--- src/rtl/pulse_capture.sv ---
// Measures the high width of each pulse on in_sig and queues results on a valid/ready stream.
// Optional PULSE_CAPTURE_TIMEOUT_EN: a saturated pulse is reported immediately and the rest ignored.
module pulse_capture #(
  parameter int unsigned CNT_W      = 8,
  parameter int unsigned FIFO_DEPTH = 4
) (
  input  logic             clk,
  input  logic             rst_n,
  input  logic             in_sig,
  output logic             m_valid,
  input  logic             m_ready,
  output logic [CNT_W-1:0] m_width,
  output logic             m_sat,
  output logic             busy,
  output logic             overflow,
  input  logic             clr_ovf
);

  localparam int unsigned PTR_W = $clog2(FIFO_DEPTH);
  localparam int unsigned ENT_W = CNT_W + 1;
  localparam logic [CNT_W-1:0] CNT_MAX = '1;
  localparam logic [PTR_W:0]   DEPTH_C = (PTR_W+1)'(FIFO_DEPTH);

  localparam logic [1:0] ST_ARM     = 2'd0;
  localparam logic [1:0] ST_IDLE    = 2'd1;
  localparam logic [1:0] ST_MEASURE = 2'd2;

  logic [1:0]       state_q, state_d;
  logic [CNT_W-1:0] cnt_q, cnt_d, cnt_inc_c;
  logic             sat_q, sat_d;
  logic             busy_q;
  logic             push_c;
  logic [ENT_W-1:0] push_data_c;

  logic [ENT_W-1:0] mem_q [FIFO_DEPTH];
  logic [PTR_W-1:0] wr_ptr_q, rd_ptr_q;
  logic [PTR_W:0]   count_q, count_d;
  logic             valid_q;
  logic             ovf_q;
  logic             pop_c, full_c, wr_en_c, drop_c;

  assign cnt_inc_c = cnt_q + CNT_W'(1);

  // Next-state and measurement datapath
  always_comb begin
    state_d     = state_q;
    cnt_d       = cnt_q;
    sat_d       = sat_q;
    push_c      = 1'b0;
    push_data_c = '0;
    case (state_q)
      ST_ARM: begin
        if (!in_sig) state_d = ST_IDLE;
      end
      ST_IDLE: begin
        if (in_sig) begin
          state_d = ST_MEASURE;
          cnt_d   = CNT_W'(1);
          sat_d   = (CNT_MAX == CNT_W'(1));
        end
      end
      ST_MEASURE: begin
        if (in_sig) begin
          if (cnt_q == CNT_MAX) begin
`ifdef PULSE_CAPTURE_TIMEOUT_EN
            push_c      = 1'b1;
            push_data_c = {1'b1, CNT_MAX};
            state_d     = ST_ARM;
            cnt_d       = '0;
            sat_d       = 1'b0;
`else
            sat_d = 1'b1;
`endif
          end else begin
            cnt_d = cnt_inc_c;
            sat_d = (cnt_inc_c == CNT_MAX);
          end
        end else begin
          push_c      = 1'b1;
          push_data_c = {sat_q, cnt_q};
          state_d     = ST_IDLE;
          cnt_d       = '0;
          sat_d       = 1'b0;
        end
      end
      default: begin
        state_d = ST_ARM;
        cnt_d   = '0;
        sat_d   = 1'b0;
      end
    endcase
  end

  always_ff @(posedge clk) begin
    if (!rst_n) begin
      state_q <= ST_ARM;
      cnt_q   <= '0;
      sat_q   <= 1'b0;
      busy_q  <= 1'b0;
    end else begin
      state_q <= state_d;
      cnt_q   <= cnt_d;
      sat_q   <= sat_d;
      busy_q  <= (state_d == ST_MEASURE);
    end
  end

  // A push at full is still accepted when the head is popped in the same cycle
  assign pop_c   = valid_q && m_ready;
  assign full_c  = (count_q == DEPTH_C);
  assign wr_en_c = push_c && (!full_c || pop_c);
  assign drop_c  = push_c && full_c && !pop_c;

  always_comb begin
    count_d = count_q;
    case ({wr_en_c, pop_c})
      2'b10:   count_d = count_q + (PTR_W+1)'(1);
      2'b01:   count_d = count_q - (PTR_W+1)'(1);
      default: count_d = count_q;
    endcase
  end

  always_ff @(posedge clk) begin
    if (!rst_n) begin
      wr_ptr_q <= '0;
      rd_ptr_q <= '0;
      count_q  <= '0;
      valid_q  <= 1'b0;
      ovf_q    <= 1'b0;
    end else begin
      if (wr_en_c) wr_ptr_q <= wr_ptr_q + PTR_W'(1);
      if (pop_c)   rd_ptr_q <= rd_ptr_q + PTR_W'(1);
      count_q <= count_d;
      valid_q <= (count_d != '0);
      if (drop_c)       ovf_q <= 1'b1;
      else if (clr_ovf) ovf_q <= 1'b0;
    end
  end

  // Storage is cleared on reset so the head reads zero while empty
  always_ff @(posedge clk) begin
    if (!rst_n) begin
      for (int i = 0; i < FIFO_DEPTH; i++) mem_q[i] <= '0;
    end else if (wr_en_c) begin
      mem_q[wr_ptr_q] <= push_data_c;
    end
  end

  assign m_valid  = valid_q;
  assign m_width  = mem_q[rd_ptr_q][CNT_W-1:0];
  assign m_sat    = mem_q[rd_ptr_q][CNT_W];
  assign busy     = busy_q;
  assign overflow = ovf_q;

endmodule

--- config.mk ---
export PLATFORM = sky130hd
export DESIGN_NAME = pulse_capture
export DESIGN_NICKNAME = d
export VERILOG_FILES = /design/src/rtl/pulse_capture.sv
export SDC_FILE = /design/constraint.sdc
export NUM_CORES = 1
export LEC_CHECK = 0
export CAP_MARGIN = 20
export CORE_MARGIN = 3
export CORE_UTILIZATION = 45
export DETAILED_ROUTE_END_ITERATION = 7
export PLACE_DENSITY = 0.72
export SYNTH_ARGS = -nofsm -noshare
export SYNTH_HDL_FRONTEND = slang
export SYNTH_SLANG_ARGS = --single-unit
export TNS_END_PERCENT = 5
--- constraint.sdc ---
create_clock -name clk -period 2.7 [get_ports clk]
set_input_delay 0.405 -clock clk [delete_from_list [all_inputs] [get_ports clk]]
set_output_delay 0.405 -clock clk [all_outputs]
set_load 0.02 [all_outputs]
==> summary.json, run 1 <==
{
  "timing": {
    "min_period_over_period_pct": 87.8,
    "setup_viol": 0,
    "rsz0062_at_grt": "no",
    "maxClockFrequency_ghz": 0.422,
    "drv_slew": 0,
    "final-hold-violation-count": 0,
    "finalCriticalPeriod_ps": 2370,
    "tightestPinTransition_ps": 481,
    "fin_hold_ws_ps": 484,
    "timing.setup.tns_ps": 0,
    "slew_headroom_pct": 67.9,
    "skew_ps": 6.10
  },
  "global_route": {
    "overflow": 0,
    "antenna_found_initial": 0,
    "grt_max_degree": 13,
    "grt_pass1_vias": 1929,
    "grt_first_pass_wirelength_mm": 9.67,
    "gr_usage_total_pct": 17.0
  },
  "logic_synthesis": {
    "netlist-cell-type-count": 51,
    "edff_count_synth": 36,
    "post_synth_main_area_contributors": "edfxtp_1, dfxtp_1, mux4_2, and2_1, and2_4",
    "synth_most_common_cell": "edfxtp_1",
    "async_flop_share_pct": 0,
    "synth.yosys.seq_area_share_pct": 53.2,
    "flip_flop_and_latch_count_after_synthesis": 59,
    "postSynthCellCount": 244,
    "synth_area_um2": 2900,
    "postSynthNetCount": 256,
    "yosys.area.top_type": "edfxtp_1",
    "dominantRegCellSynth": "edfxtp_1",
    "post-synth-top-area-fraction_pct": 37.3,
    "commonest_cells_in_the_synthesized_netlist": "edfxtp_1, dfxtp_1, and2_1",
    "syn_avg_cell_area_um2": 11.9,
    "yosys_warnings": 0
  },
  "die": {
    "placeableCoreArea_um2": 6100,
    "placement_rows": 28,
    "chipHeight_um": 86.3,
    "ioPinCount": 17,
    "initial_core_utilization_pct": 47.6,
    "die_w_um": 86.3,
    "dieArea_um2": 7440
  },
  "layout": {
    "flow.area_growth_from_synthesis_pct": 15.5,
    "num_antenna_cells": 0,
    "layout.nets": 282,
    "layout_cell_share_with_drive_strength_beyond_1_pct": 17.5,
    "fin_util_pct": 54.9,
    "fin_area_um2": 3350
  },
  "worst_setup_path": {
    "slowest_library_cell_on_the_worst_path": "fa_1",
    "crit_path_max_fanout": 8,
    "critPathLaunchType": "register",
    "critPathCaptureType": "register",
    "arrival_time_at_the_worst_endpoint_ps": 2580,
    "path_class": "reg2reg",
    "critical_path.cell_chain": "inv_1 -> ha_1 -> nor2b_1 -> buf_4 -> nor2_1 -> fa_1 -> or2b_1 -> o21ai_0 -> o221ai_1",
    "path_buf_inv": 2,
    "crit_path_max_incr_delay_ps": 450,
    "worst_path_dominant_cell_family": "adder cells",
    "critical_path_required_ps": 2910
  },
  "clock_tree": {
    "cts_root_buffer": "clkbuf_8",
    "cts.clk_slew.worst_paths_ps": 60,
    "cts_buffers": 9,
    "clock_sinks": 59,
    "max-clock-path-buffers": 2,
    "clock_tree_from_tritoncts": "done",
    "cts_setup_buffers": 0,
    "clkLatencyLatePin_ps": 340,
    "cts-htree-levels": 3,
    "cts_hold_buf": 0,
    "postCtsResizedCells": 0
  },
  "route": {
    "firstDrtPassIters": 5,
    "drt-initial-drc-count": 79,
    "wl_per_cell_um": 16.3,
    "wl_mm": 5.69,
    "via_count": 1945,
    "route.detailed.drc": 0,
    "drtAntennaViolNets": 0,
    "vias_per_cell": 5.56
  },
  "place": {
    "placed_area_um2": 3170,
    "gp_routability_congestion": 0.817,
    "count_of_input_and_output_buffers": 16,
    "detailed_place_hpwl_mm": 4.14
  },
  "run_status": {
    "status": "finished clean"
  },
  "power_and_ir_drop": {
    "power.leakage_nw": 1.17,
    "ir_drop_mv": 0.323,
    "cellPowerDensity_nw_per_um2": 634,
    "power_w": 0.00212
  },
  "job": {
    "timing.max_cap.violations": 0
  },
  "hold_path": {
    "hp-class": "reg2reg"
  }
}
-- state kept, by name (all words and copies together), names as in the netlist, named ones only --
name and count:
cnt_q 8, sat_q 1, m_valid 1, mem_q 36, rd_ptr_q 2, count_q 3
overflow 1, wr_ptr_q 2, busy 1, state_q 2
-- stage by stage --
stage / instances / worst slack [ps]
global route: 350 / 179
global placement: 334 / 290
CTS: 350 / 298
floorplan: 244 / 429
finish: 350 / 329
detailed placement: 334 / 222
-- power breakdown --
part | total, W | internal [W] | switching, W
Sequential | 0.00104 | 0.00100 | 0.0000393
Clock | 0.000733 | 0.000418 | 0.000315
Combinational | 0.000348 | 0.000169 | 0.000179
-- routing by layer --
layer | vias up | track usage, % | wire, µm
met5 | - | 0 | 0
met4 | 0 | 5.10 | 78
met3 | 7 | 5.42 | 252
met2 | 42 | 27.1 | 2740
met1 | 939 | 22.3 | 2620
li1 | 957 | - | -
-- area by class of cell --
cell class              instances  area (µm²)
repair buffers                 26         235
flip-flops and latches         59        1540
multi-input cells             166        1270
inverters                       8        30.0
clock inverters                 4        41.3
fillers                       534        2750
well taps                      75        93.8
clock buffers                  12         135
-- cells in the final DEF (no fill, tap or decap), drive strengths merged, types with 9 or more instances in the layout --
cell	instances
edfxtp	36
and2	28
dfxtp	23
clkdlybuf4s50	16
o21ai	14
nor2	13
clkbuf	12
a21oi	11
nand2b	10
buf	10
mux4	9
-- logic make-up after synthesis --
family / synth area share [%]
buf+inv: 2.98
flops: 53.2
simple gates: 20.5
fa+ha+maj: 3.28
xor+xnor: 1.81
mux: 6.99
compound gates: 11.3
-- worst paths after layout --
path              slack (ps)                     to  cells after the start                  start
setup / recovery         330     m_valid$_SDFF_PN0_                      9  state_q[0]$_SDFF_PN0_
hold / removal           480  overflow$_SDFFE_PN0P_                      2  overflow$_SDFFE_PN0P_
setup reg to reg         330     m_valid$_SDFF_PN0_                      9  state_q[0]$_SDFF_PN0_
hold reg to reg          480  overflow$_SDFFE_PN0P_                      2  overflow$_SDFFE_PN0P_
-- worst register-to-register path, cell delays in order (launching register included) --
cell and delay [ps]:
dfxtp_1 400, inv_1 80, ha_1 280, nor2b_1 160, buf_4 160, nor2_1 170, fa_1 450, or2b_1 230
o21ai_0 170, o221ai_1 140
No activity file was read; power rests on OpenSTA's default activity.
==> run 2: changes to the inputs <==
CTS_CLUSTER_SIZE = 24   (was unset)
DONT_BUFFER_PORTS = 1   (was unset)
PLACE_DENSITY = 0.69   (was 0.72)
==> run 2 against run 1 <==
  * Maximum frequency up 0.22%
  * Critical path depth shrank 1
  * Sequential share of layout area grew 1.7 points
  * Die area stayed put
  * Cell count is 5.4% lower
  * Worst hold slack worse by 300 ps
  * Register-to-register slack about the same
  * Non-clock buffer count fell by 19
  * Worst setup slack better by 5.3 ps
  * Via count down 4.2%
  * Critical path type unchanged
  * Largest power group unchanged
  * Highest routed layer unchanged
==> summary.json, run 2 (synthesized netlist as in run 1, its figures left out) <==
{
  "timing": {
    "setup_ws_ps": 334,
    "final-hold-violation-count": 0,
    "rsz0062_at_grt": "no",
    "drv_slew": 0,
    "maxClockFrequency_ghz": 0.423,
    "skew_ps": 5.20,
    "finalCriticalPeriod_ps": 2370,
    "tightestPinTransition_ps": 612,
    "setup_viol": 0,
    "slew_headroom_pct": 59.2,
    "timing.setup.tns_ps": 0,
    "min_period_over_period_pct": 87.6
  },
  "die": {
    "initial_core_utilization_pct": 47.6,
    "placeableCoreArea_um2": 6100,
    "die_w_um": 86.3,
    "ioPinCount": 17,
    "dieArea_um2": 7440,
    "placement_rows": 28,
    "chipHeight_um": 86.3
  },
  "layout": {
    "fillerInstances": 539,
    "layout.nets": 263,
    "final_cell_mix": "edfxtp_1, dfxtp_1, and2_1",
    "biggestRegsByFlops": "mem_q (36), cnt_q (8), count_q (3)",
    "top_register": "mem_q",
    "fin_area_um2": 3230,
    "flow.area_growth_from_synthesis_pct": 11.4,
    "final-seq-area_um2": 1540,
    "layoutNonFillerInstCount": 331,
    "multi_input_area_um2": 1270,
    "layout_cell_share_with_drive_strength_beyond_1_pct": 19.9,
    "num_antenna_cells": 0,
    "mostFrequentLayoutCell": "edfxtp_1",
    "largest_register_ffs": 36
  },
  "route": {
    "wl_per_cell_um": 17.1,
    "drtAntennaViolNets": 0,
    "via_count": 1864,
    "firstDrtPassIters": 4,
    "wl_mm": 5.67,
    "met2_length_mm": 2.71,
    "wirelength_met1_mm": 2.65,
    "drt-initial-drc-count": 127,
    "highest_layer": "met4",
    "met3_length_um": 235,
    "vias_per_cell": 5.63,
    "route.detailed.drc": 0
  },
  "clock_tree": {
    "cts.clk_slew.worst_paths_ps": 70,
    "clock_sinks": 59,
    "cts-htree-levels": 3,
    "cts_root_buffer": "clkbuf_8",
    "cts_hold_buf": 0,
    "cts_setup_buffers": 0,
    "max-clock-path-buffers": 2,
    "postCtsResizedCells": 0,
    "clock_tree_from_tritoncts": "done",
    "clkLatencyLatePin_ps": 330,
    "cts_buffers": 9
  },
  "place": {
    "count_of_input_and_output_buffers": 0,
    "dpl_worst_slack_ps": 337,
    "gp_routability_congestion": 0.801,
    "detailed_place_hpwl_mm": 3.90,
    "placed_area_um2": 2990,
    "number_of_cells_after_detailed_placement": 315
  },
  "power_and_ir_drop": {
    "power.leakage_nw": 1.12,
    "power_w": 0.00230,
    "cellPowerDensity_nw_per_um2": 713,
    "ir_drop_mv": 0.335
  },
  "global_route": {
    "overflow": 0,
    "grt_pass1_vias": 1957,
    "antenna_found_initial": 0,
    "grt_first_pass_wirelength_mm": 9.63,
    "gr_usage_total_pct": 16.6,
    "grt_max_degree": 18
  },
  "hold_path": {
    "hold_depth": 2,
    "hp-class": "in2reg"
  },
  "worst_setup_path": {
    "arrival_time_at_the_worst_endpoint_ps": 2580,
    "crit_path_max_fanout": 8,
    "reg2regPathDepth": 8,
    "critPathLaunchType": "register",
    "critPathCaptureType": "register",
    "critical_path_required_ps": 2910,
    "path_class": "reg2reg"
  },
  "run_status": {
    "status": "finished clean"
  },
  "job": {
    "timing.max_cap.violations": 0
  }
}
## run 2: report_power, final
group / total [W] / internal (W) / switching [W]
registers: 0.00107 / 0.00100 / 0.0000654
clock network: 0.000984 / 0.000611 / 0.000373
logic: 0.000251 / 0.000109 / 0.000143
total: 0.00230 / 0.00172 / 0.000581
## run 2: stage by stage
stage | utilization [%] | hold WS, ps
floorplan | - | 478
finish | 53.0 | 185
global route | 53.0 | 192
detailed placement | 49.0 | 506
CTS | 53.0 | 171
global placement | 49.0 | 501
## run 2: worst paths after layout
kind              slack (ps)                   from                     to
setup reg to reg         330  state_q[0]$_SDFF_PN0_     m_valid$_SDFF_PN0_
hold reg to reg          530  count_q[1]$_SDFF_PN0_  count_q[1]$_SDFF_PN0_
hold / removal           190                  rst_n  cnt_q[4]$_SDFFE_PN0P_
setup / recovery         330  state_q[0]$_SDFF_PN0_     m_valid$_SDFF_PN0_
## run 2: routing by layer
| metal | track usage, % | up-vias |
|---|---|---|
| met5 | 0 | - |
| met2 | 26.8 | 45 |
| li1 | - | 923 |
| met4 | 5.52 | 0 |
| met3 | 4.28 | 7 |
| met1 | 21.9 | 889 |
## run 2: area by class of cell
| type | instances | area share (%) |
|---|---|---|
| flip-flops and latches | 59 | 47.7 |
| multi-input cells | 166 | 39.4 |
| clock inverters | 7 | 3.60 |
| well taps | 75 | 2.91 |
| clock buffers | 9 | 3.84 |
| repair buffers | 7 | 1.63 |
| inverters | 8 | 0.930 |
## run 2: critical path, cell delays in order (launching register included)
cell      delay [ps]
dfxtp_1          410
inv_1             80
ha_1             280
nor2b_1          180
nor2_1           270
fa_1             490
or2b_1           220
o21ai_0          170
o221ai_1         140
==> run 3: changes to the inputs <==
CORE_MARGIN = unset   (was 3)
==> run 3 against run 2 <==
  * Worst hold slack improved by 10 ps
  * Maximum frequency decreased by 3.8%
  * Clock power fell by 13%
  * Largest power group unchanged
  * Cell area shrank 1.2%
  * Sequential power about the same
==> summary.json, run 3 (synthesized netlist as in run 1, its figures left out) <==
{
  "worst_setup_path": {
    "path_depth": 6,
    "critical_path.cell_chain": "inv_1 -> ha_1 -> nor2b_1 -> o211ai_1 -> nor3_1 -> nand2b_1",
    "crit_path_max_fanout": 9,
    "critical_path_required_ps": 2680,
    "path_class": "reg2reg",
    "slowest_library_cell_on_the_worst_path": "nand2b_1",
    "worst_path_dominant_cell_family": "simple AND/OR/NAND/NOR gates",
    "path_buf_inv": 1,
    "crit_path_max_incr_delay_ps": 410,
    "reg2regPathDepth": 6,
    "critPathLaunchType": "register",
    "critPathCaptureType": "register",
    "arrival_time_at_the_worst_endpoint_ps": 2430
  },
  "power_and_ir_drop": {
    "share_of_total_power_consumed_by_net_switching_pct": 25.0,
    "ir_drop_mv": 0.313,
    "pwr-share-clk_pct": 39.4,
    "internal_power_w": 0.00163,
    "p_comb_share_pct": 11.5,
    "power.leakage_nw": 1.10,
    "seq_power_share_pct": 49.1,
    "p_sw_w": 0.000544,
    "cellPowerDensity_nw_per_um2": 681
  },
  "route": {
    "vias_per_cell": 5.62,
    "wl_mm": 5.56,
    "route.detailed.drc": 0,
    "drt-initial-drc-count": 104,
    "via_count": 1855,
    "firstDrtPassIters": 4,
    "drtAntennaViolNets": 0,
    "wl_per_cell_um": 16.9
  },
  "layout": {
    "layoutNonFillerInstCount": 330,
    "fin_util_pct": 52.6,
    "layout_cell_share_with_drive_strength_beyond_1_pct": 18.8,
    "final_cell_mix": "edfxtp_1, dfxtp_1, and2_1",
    "biggestRegsByFlops": "mem_q (36), cnt_q (8), count_q (3)",
    "mostFrequentLayoutCell": "edfxtp_1",
    "layout.nets": 262,
    "largest_register_ffs": 36,
    "fin_area_um2": 3190,
    "top_register": "mem_q",
    "flow.area_growth_from_synthesis_pct": 10.1,
    "num_antenna_cells": 0
  },
  "die": {
    "dieArea_um2": 6770,
    "ioPinCount": 17,
    "initial_core_utilization_pct": 47.8,
    "placement_rows": 28,
    "chipHeight_um": 82.3,
    "die_w_um": 82.3,
    "placeableCoreArea_um2": 6060
  },
  "timing": {
    "setup_viol": 0,
    "maxClockFrequency_ghz": 0.407,
    "fin_hold_ws_ps": 195,
    "rsz0062_at_grt": "no",
    "finalCriticalPeriod_ps": 2460,
    "slew_headroom_pct": 62.3,
    "final-hold-violation-count": 0,
    "tightestPinTransition_ps": 565,
    "drv_slew": 0,
    "min_period_over_period_pct": 91.1,
    "skew_ps": 7.44,
    "timing.setup.tns_ps": 0
  },
  "place": {
    "gp_routability_congestion": 0.776,
    "count_of_input_and_output_buffers": 0,
    "number_of_cells_after_detailed_placement": 314,
    "detailed_place_hpwl_mm": 4.03,
    "placed_area_um2": 2980
  },
  "hold_path": {
    "hold_depth": 2,
    "hp-class": "in2reg"
  },
  "clock_tree": {
    "max-clock-path-buffers": 2,
    "clkLatencyLatePin_ps": 330,
    "cts_root_buffer": "clkbuf_8",
    "clock_tree_from_tritoncts": "done",
    "cts_buffers": 9,
    "clock_sinks": 59,
    "cts_setup_buffers": 0,
    "cts-htree-levels": 3,
    "cts_hold_buf": 0,
    "postCtsResizedCells": 0,
    "cts.clk_slew.worst_paths_ps": 70
  },
  "job": {
    "timing.max_cap.violations": 0
  },
  "global_route": {
    "grt_first_pass_wirelength_mm": 9.04,
    "grt_pass1_vias": 1746,
    "overflow": 0,
    "antenna_found_initial": 0,
    "grt_max_degree": 18,
    "gr_usage_total_pct": 18.5
  },
  "run_status": {
    "status": "finished clean"
  }
}
-- run 3: changes by cell type in the layout (fill, tap and decap cells not counted) --
cell,before,now
clkbuf_1,0,2
buf_4,7,6
bufinv_16,3,2
clkinv_4,1,0
-- run 3: per-layer routing --
metal	share of wire, %	GRT usage, %	up-vias	routed length [µm]
li1	-	-	927	-
met1	48	24.0	889	2640
met2	49	29.8	37	2720
met3	3.3	5.71	2	182
met4	0.34	4.74	0	19
met5	0	0	-	0
-- run 3: path summary, 6_finish.rpt --
path | start | end | slack (ps)
hold / removal | rst_n | cnt_q[4]$_SDFFE_PN0P_ | 200
hold reg to reg | count_q[1]$_SDFF_PN0_ | count_q[1]$_SDFF_PN0_ | 510
setup reg to reg | state_q[0]$_SDFF_PN0_ | mem_q[2][4]$_SDFFCE_PN0P_ | 240
setup / recovery | state_q[0]$_SDFF_PN0_ | mem_q[2][4]$_SDFFCE_PN0P_ | 240
-- run 3: cell type report --
type                            instances  area, µm²
Timing Repair Buffer                    6       45.0
Clock inverter                          5       77.6
Clock buffer                           11        131
Tap cell                               75       93.8
Inverter                                8       30.0
Sequential cell                        59       1540
Fill cell                             524       2870
Multi-Input combinational cell        166       1270
-- run 3: metrics by stage --
stage          total power [W]  setup WS, ps
2_1_floorplan          0.00129           429
6_report               0.00217           241
4_1_cts                0.00219           226
3_5_place_dp           0.00134           230
3_3_place_gp           0.00133           369
5_1_grt                0.00226          5.30
-- run 3: power groups by stage --
stage                     combinational, W  clock [W]  sequential [W]
after floorplan                   0.000236          0         0.00106
after global placement            0.000245          0         0.00109
after detailed placement          0.000250          0         0.00109
after CTS                         0.000251   0.000873         0.00107
after global routing              0.000277   0.000906         0.00108
final                             0.000250   0.000856         0.00107
